File: src/rtl/uart_frame_parser.sv
// uart_frame_parser: locates HDR0 HDR1 LEN PAYLOAD CHK frames in the UART byte stream,
// verifies the additive checksum and replays good payloads on a valid/ready port.
module uart_frame_parser #(
    parameter int         MAX_LEN     = 16,
    parameter logic [7:0] HDR0        = 8'h55,
    parameter logic [7:0] HDR1        = 8'hAA,
    parameter int         TIMEOUT_CYC = 52_080
) (
    input  logic       sys_clk,
    input  logic       sys_rst,
    input  logic [7:0] rx_data,
    input  logic       rx_valid,
    output logic [7:0] pld_data,
    output logic       pld_valid,
    input  logic       pld_ready,
    output logic       pld_last,
    output logic       frame_done,
    output logic       frame_err,
    output logic [1:0] err_code,
    output logic       busy
);
    localparam int CW = $clog2(MAX_LEN + 1);
    localparam int AW = $clog2(MAX_LEN);
    localparam int TW = $clog2(TIMEOUT_CYC);

    localparam logic [CW-1:0] CNT_ONE   = CW'(1);
    localparam logic [TW-1:0] TMO_ONE   = TW'(1);
    localparam logic [TW-1:0] TMO_LAST  = TW'(TIMEOUT_CYC - 1);
    localparam logic [7:0]    MAX_LEN_B = 8'(MAX_LEN);

    localparam logic [1:0] ERR_CHK = 2'd0;
    localparam logic [1:0] ERR_LEN = 2'd1;
    localparam logic [1:0] ERR_TMO = 2'd2;
    localparam logic [1:0] ERR_OVR = 2'd3;

    typedef enum logic [2:0] {
        IDLE,
        H1,
        LEN,
        DATA,
        CHK,
        SEND
    } state_t;

    state_t state, state_nxt;

    logic [7:0]    pbuf [0:MAX_LEN-1];
    logic [CW-1:0] len;
    logic [CW-1:0] cnt;
    logic [CW-1:0] rd_ptr;
    logic [7:0]    sum;
    logic [TW-1:0] tmo;
    logic          ovr_pend;

    logic          in_frame;
    logic          tmo_hit;
    logic          len_ok;
    logic          last_beat;
    logic          xfer;
    logic          done_set;
    logic          ovr;
    logic          ovr_now;
    logic          err_set;
    logic [1:0]    err_set_code;

    assign in_frame  = (state == H1) || (state == LEN) || (state == DATA) || (state == CHK);
    assign tmo_hit   = in_frame && !rx_valid && (tmo == TMO_LAST);
    assign len_ok    = (rx_data != 8'd0) && (rx_data <= MAX_LEN_B);
    assign last_beat = (rd_ptr == len - CNT_ONE);
    assign xfer      = (state == SEND) && pld_ready;
    assign done_set  = xfer && last_beat;
    assign ovr       = (state == SEND) && rx_valid;
    // An overrun on the final transfer is reported one cycle late so it never overlaps frame_done.
    assign ovr_now   = ovr && !done_set;

    always_comb begin
        state_nxt    = state;
        err_set      = 1'b0;
        err_set_code = ERR_CHK;
        pld_valid    = 1'b0;
        pld_data     = 8'h00;
        pld_last     = 1'b0;
        busy         = (state != IDLE);
        case (state)
            IDLE: begin
                if (rx_valid && (rx_data == HDR0)) state_nxt = H1;
            end
            H1: begin
                if (rx_valid) begin
                    if (rx_data == HDR1)      state_nxt = LEN;
                    else if (rx_data != HDR0) state_nxt = IDLE;
                end
            end
            LEN: begin
                if (rx_valid) begin
                    if (len_ok) begin
                        state_nxt = DATA;
                    end else begin
                        state_nxt    = IDLE;
                        err_set      = 1'b1;
                        err_set_code = ERR_LEN;
                    end
                end
            end
            DATA: begin
                if (rx_valid && (cnt == len - CNT_ONE)) state_nxt = CHK;
            end
            CHK: begin
                if (rx_valid) begin
                    if (rx_data == sum) begin
                        state_nxt = SEND;
                    end else begin
                        state_nxt    = IDLE;
                        err_set      = 1'b1;
                        err_set_code = ERR_CHK;
                    end
                end
            end
            SEND: begin
                pld_valid = 1'b1;
                pld_data  = pbuf[rd_ptr[AW-1:0]];
                pld_last  = last_beat;
                if (done_set) state_nxt = IDLE;
            end
            default: state_nxt = IDLE;
        endcase
        if (tmo_hit) begin
            state_nxt    = IDLE;
            err_set      = 1'b1;
            err_set_code = ERR_TMO;
        end
    end

    always_ff @(posedge sys_clk) begin
        if (sys_rst) state <= IDLE;
        else         state <= state_nxt;
    end

    always_ff @(posedge sys_clk) begin
        if (sys_rst) begin
            len    <= '0;
            cnt    <= '0;
            rd_ptr <= '0;
            sum    <= 8'h00;
            tmo    <= '0;
        end else begin
            if (rx_valid || !in_frame || tmo_hit) tmo <= '0;
            else                                  tmo <= tmo + TMO_ONE;
            case (state)
                LEN: begin
                    if (rx_valid && len_ok) begin
                        len <= rx_data[CW-1:0];
                        sum <= rx_data;
                        cnt <= '0;
                    end
                end
                DATA: begin
                    if (rx_valid) begin
                        sum <= sum + rx_data;
                        cnt <= cnt + CNT_ONE;
                    end
                end
                CHK:  rd_ptr <= '0;
                SEND: if (xfer) rd_ptr <= rd_ptr + CNT_ONE;
                default: ;
            endcase
        end
    end

    // Payload storage carries no reset; it is only read after being written in DATA.
    always_ff @(posedge sys_clk) begin
        if ((state == DATA) && rx_valid) pbuf[cnt[AW-1:0]] <= rx_data;
    end

    always_ff @(posedge sys_clk) begin
        if (sys_rst) begin
            frame_done <= 1'b0;
            frame_err  <= 1'b0;
            err_code   <= 2'd0;
            ovr_pend   <= 1'b0;
        end else begin
            frame_done <= done_set;
            ovr_pend   <= ovr && done_set;
            frame_err  <= err_set || ovr_pend || ovr_now;
            if (err_set)                  err_code <= err_set_code;
            else if (ovr_pend || ovr_now) err_code <= ERR_OVR;
        end
    end

endmodule

File: config.mk
export PLATFORM = sky130hd
export DESIGN_NAME = uart_frame_parser
export DESIGN_NICKNAME = d
export VERILOG_FILES = /design/src/rtl/uart_frame_parser.sv
export SDC_FILE = /design/constraint.sdc
export NUM_CORES = 1
export LEC_CHECK = 0
export CAP_MARGIN = 30
export CORE_UTILIZATION = 25
export CTS_BUF_LIST = sky130_fd_sc_hd__clkbuf_16
export CTS_CLUSTER_SIZE = 30
export DETAILED_ROUTE_END_ITERATION = 10
export PLACE_DENSITY_LB_ADDON = 0.15
export SYNTH_ARGS = -nofsm -noshare
export SYNTH_HDL_FRONTEND = slang
export SYNTH_SLANG_ARGS = --single-unit
File: constraint.sdc
create_clock -name sys_clk -period 7.3 [get_ports sys_clk]
set_clock_uncertainty 0.15 [all_clocks]
set_input_delay 0.73 -clock sys_clk [delete_from_list [all_inputs] [get_ports sys_clk]]
set_output_delay 0.73 -clock sys_clk [all_outputs]
set_load 0.05 [all_outputs]
==> impl_metrics.env <==
export IMPL_cts_resized=0
export IMPL_hold_path_class="reg -> reg"
export IMPL_gp_congestion=0.7115
export IMPL_end_kind="primary output"
export IMPL_dieArea_sq_mm=0.03179
export IMPL_total_power_mw=2.023
export IMPL_path_buf_inv=2
export IMPL_r2r_slack_ns=4.49
export IMPL_clk_latency_ns=0.42
export IMPL_n_fill_cell=3070
export IMPL_path_max_fanout=32
export IMPL_worst_ep_arrival_time_ns=3.30
export IMPL_io_buffers=26
export IMPL_firstDrtPassIters=6
export IMPL_status="completed"
export IMPL_ys_warn_count=0
export IMPL_cts_hold_buf=0
export IMPL_async_flop_share_pct=0
export IMPL_path_cells="buf_4 > mux4_2 > mux4_2 > and2_1 > clkdlybuf4s50_1"
export IMPL_clock_path_buffers=2
export IMPL_vias=4583
export IMPL_finalNetCount=616
export IMPL_worstPathRequired_ns=6.42
export IMPL_drive_above_1_share_pct=17.61
export IMPL_maxCapViolCount=0
export IMPL_final_antenna_net_count=0
export IMPL_critPathKind="reg -> out"
export IMPL_critical_path_depth=5
export IMPL_dp_hpwl_um=12700
export IMPL_crit_top_cell="mux4_2"
export IMPL_grt_ovfl_total=0
export IMPL_finalCritPeriodShare_pct=57.21
export IMPL_die_x_um=178.3
export IMPL_post_drt_wl_per_cell_um=18.60
export IMPL_grt_max_degree=35
export IMPL_clock_sinks=179
export IMPL_grt_pass1_vias=4741
export IMPL_drc=0
export IMPL_synth_edff_count=128
export IMPL_peakVddDrop_v=0.0001430
export IMPL_endpoint="pld_data[7]"
export IMPL_rsz0062_at_grt="false"
export IMPL_clk_pin_slew_ns=0.08
export IMPL_multi_input_area_sq_mm=0.002736
export IMPL_ioPinCount=27
export IMPL_synth_ff_type="edfxtp_1"
export IMPL_synth_cells=544
export IMPL_critPathLaunchType="register"
export IMPL_power_leakage_nw=2.871
export IMPL_powerDensity_mw_per_mm2=218.9
export IMPL_grt_pass1_wl_um=28510
export IMPL_dr_first_iter_drc_count=362
export IMPL_yosysSeqAreaShare_pct=62.61
export IMPL_antenna_found_initial=0
export IMPL_core_sq_mm=0.03059
export IMPL_rows=64
export IMPL_wl_um=18570
export IMPL_cts_made_buffers=17
export IMPL_cts_root_buffer="clkbuf_16"
export IMPL_synth_area_sq_mm=0.007770
export IMPL_cpPeakStageDelay_ns=0.71
export IMPL_synth_distinct_cells=52
export IMPL_final_setup_tns_ns=0
export IMPL_worstMarginPinSlew_ns=0.8507
export IMPL_setup_violations=0
export IMPL_die_h_um=178.3
export IMPL_layout_common_cells="edfxtp_1 (128), nor2_1 (51), dfxtp_1 (50)"
export IMPL_final_cells=998
export IMPL_ff2ff_path_depth=5
export IMPL_syn_num_nets=571
export IMPL_reg2reg_to="pbuf[8][1]"
export IMPL_synth_avg_cell_area_sq_um=14.28
export IMPL_finalMaxSlewViolations=0
export IMPL_critPathTopFamily="buffers and inverters"
export IMPL_finalHoldViolations=0
export IMPL_period_minus_slack_ns=4.176
export IMPL_area_growth_pct=18.90
export IMPL_mostFrequentLayoutCell="edfxtp_1"
export IMPL_place_inst=965
export IMPL_cpMaxStageDelayCell="clkdlybuf4s50_1"
export IMPL_ys_ff_latch=179
export IMPL_clock_fmax_mhz=239.4
export IMPL_seqCellArea_sq_mm=0.004866
export IMPL_postCtsSetupRepairBufs=0
export IMPL_htree_levels=4
export IMPL_diodes=0
export IMPL_cts_tree="done"
export IMPL_slew_headroom_pct=43.11
export IMPL_rr_startpoint="state[1]"
export IMPL_viasPerCell=4.592
export IMPL_grt_usage_pct=12.44
export IMPL_start_util_pct=25.40
Yosys cell counts, types with 3 or more instances:
cell type    n  area, sq um
ha_1        14        175.2
nor2b_1      4        25.02
mux2i_1      7        70.07
mux4_2      40        900.9
clkbuf_1    13        48.80
edfxtp_1   128         3844
nand4_1      9        56.30
buf_2        7        35.03
xor2_1      17        148.9
nand3_1     12        60.06
nor2_1      51        191.4
inv_1       17        63.81
dfxtp_1     51         1021
nor4_1       5        31.28
nand3b_1     5        37.54
or3_1        5        31.28
nand2b_1     7        43.79
nor3_1      22        110.1
nor4b_1      3        26.28
o21ai_0     14        70.07
nor3b_1      5        37.54
and2_1      11        68.82
a211oi_1     7        52.55
a21oi_1     14        70.07
xnor2_1     16        140.1
nand2_1     27        101.4
flip-flops by register name, summed over array words and instances, names as in the netlist, named ones only:
register and cells:
rd_ptr 5, err_code 2, pbuf 128, frame_done 1
ovr_pend 1, sum 8, state 3, cnt 5
len 5, tmo 16, frame_err 1
cell type report:
cell class	instances	area share [%]
multi-input combinational	324	29.62
sequential	179	52.67
timing repair buffer	50	5.255
clock buffer	17	4.605
clock inverter	15	1.801
inverter	17	0.6907
tap	396	5.363
stage by stage:
stage | setup WS, ns | util [%] | instance area [sq um] | hold WS, ns
floorplan | 4.308 | - | 7770 | 0.2799
global placement | 3.192 | 27.75 | 8489 | 0.2976
finish | 3.124 | 30.20 | 9239 | 0.3148
CTS | 3.032 | 30.18 | 9231 | 0.3279
global route | 2.923 | 30.20 | 9239 | 0.3502
detailed placement | 3.318 | 28.24 | 8640 | 0.3080
routing by layer:
metal | up-vias | GRT usage, % | routed length, um
met5 | - | 0 | 0
met4 | 0 | 3.249 | 95
met3 | 7 | 2.494 | 579
met2 | 61 | 21.14 | 9305
met1 | 2353 | 16.09 | 8585
li1 | 2162 | - | -
worst min-delay path by stage:
| stage | endpoint | slack [ns] | start | depth (start not counted) |
|---|---|---|---|---|
| finish | err_code[0] | 0.31 | err_code[0] | 2 |
| global route | err_code[0] | 0.35 | err_code[0] | 2 |
| CTS | err_code[0] | 0.33 | err_code[0] | 2 |
| detailed placement | frame_err | 0.31 | ovr_pend | 2 |
| global placement | tmo[0] | 0.30 | tmo[0] | 1 |
| floorplan | tmo[0] | 0.28 | tmo[0] | 1 |
cell families (layout without fill, tap and decap cells):
| logic type | Yosys count | in the layout | synth area share, % |
|---|---|---|---|
| fa+ha+maj | 16 | 16 | 2.641 |
| mux | 47 | 47 | 12.50 |
| compound gates | 53 | 53 | 4.509 |
| buf+inv | 41 | 99 | 2.432 |
| flops | 179 | 179 | 62.61 |
| xor+xnor | 33 | 33 | 3.720 |
| simple gates | 175 | 175 | 11.59 |
worst reg2reg max path, cell delays in order, from the launching register on:
cell,delay (ns)
dfxtp_1,0.62
and3b_1,0.43
and2_1,0.29
nand2_1,0.16
nor2_1,0.60
buf_4,0.28
report_power, final:
| part | switching (mW) | internal (mW) | leakage [nW] | total [mW] |
|---|---|---|---|---|
| registers | 0.000121 | 1.09 | 1.56 | 1.09 |
| logic | 0.0258 | 0.0116 | 1.03 | 0.0374 |
| clock network | 0.442 | 0.458 | 0.278 | 0.900 |
Power figures use the tool's default switching activity.
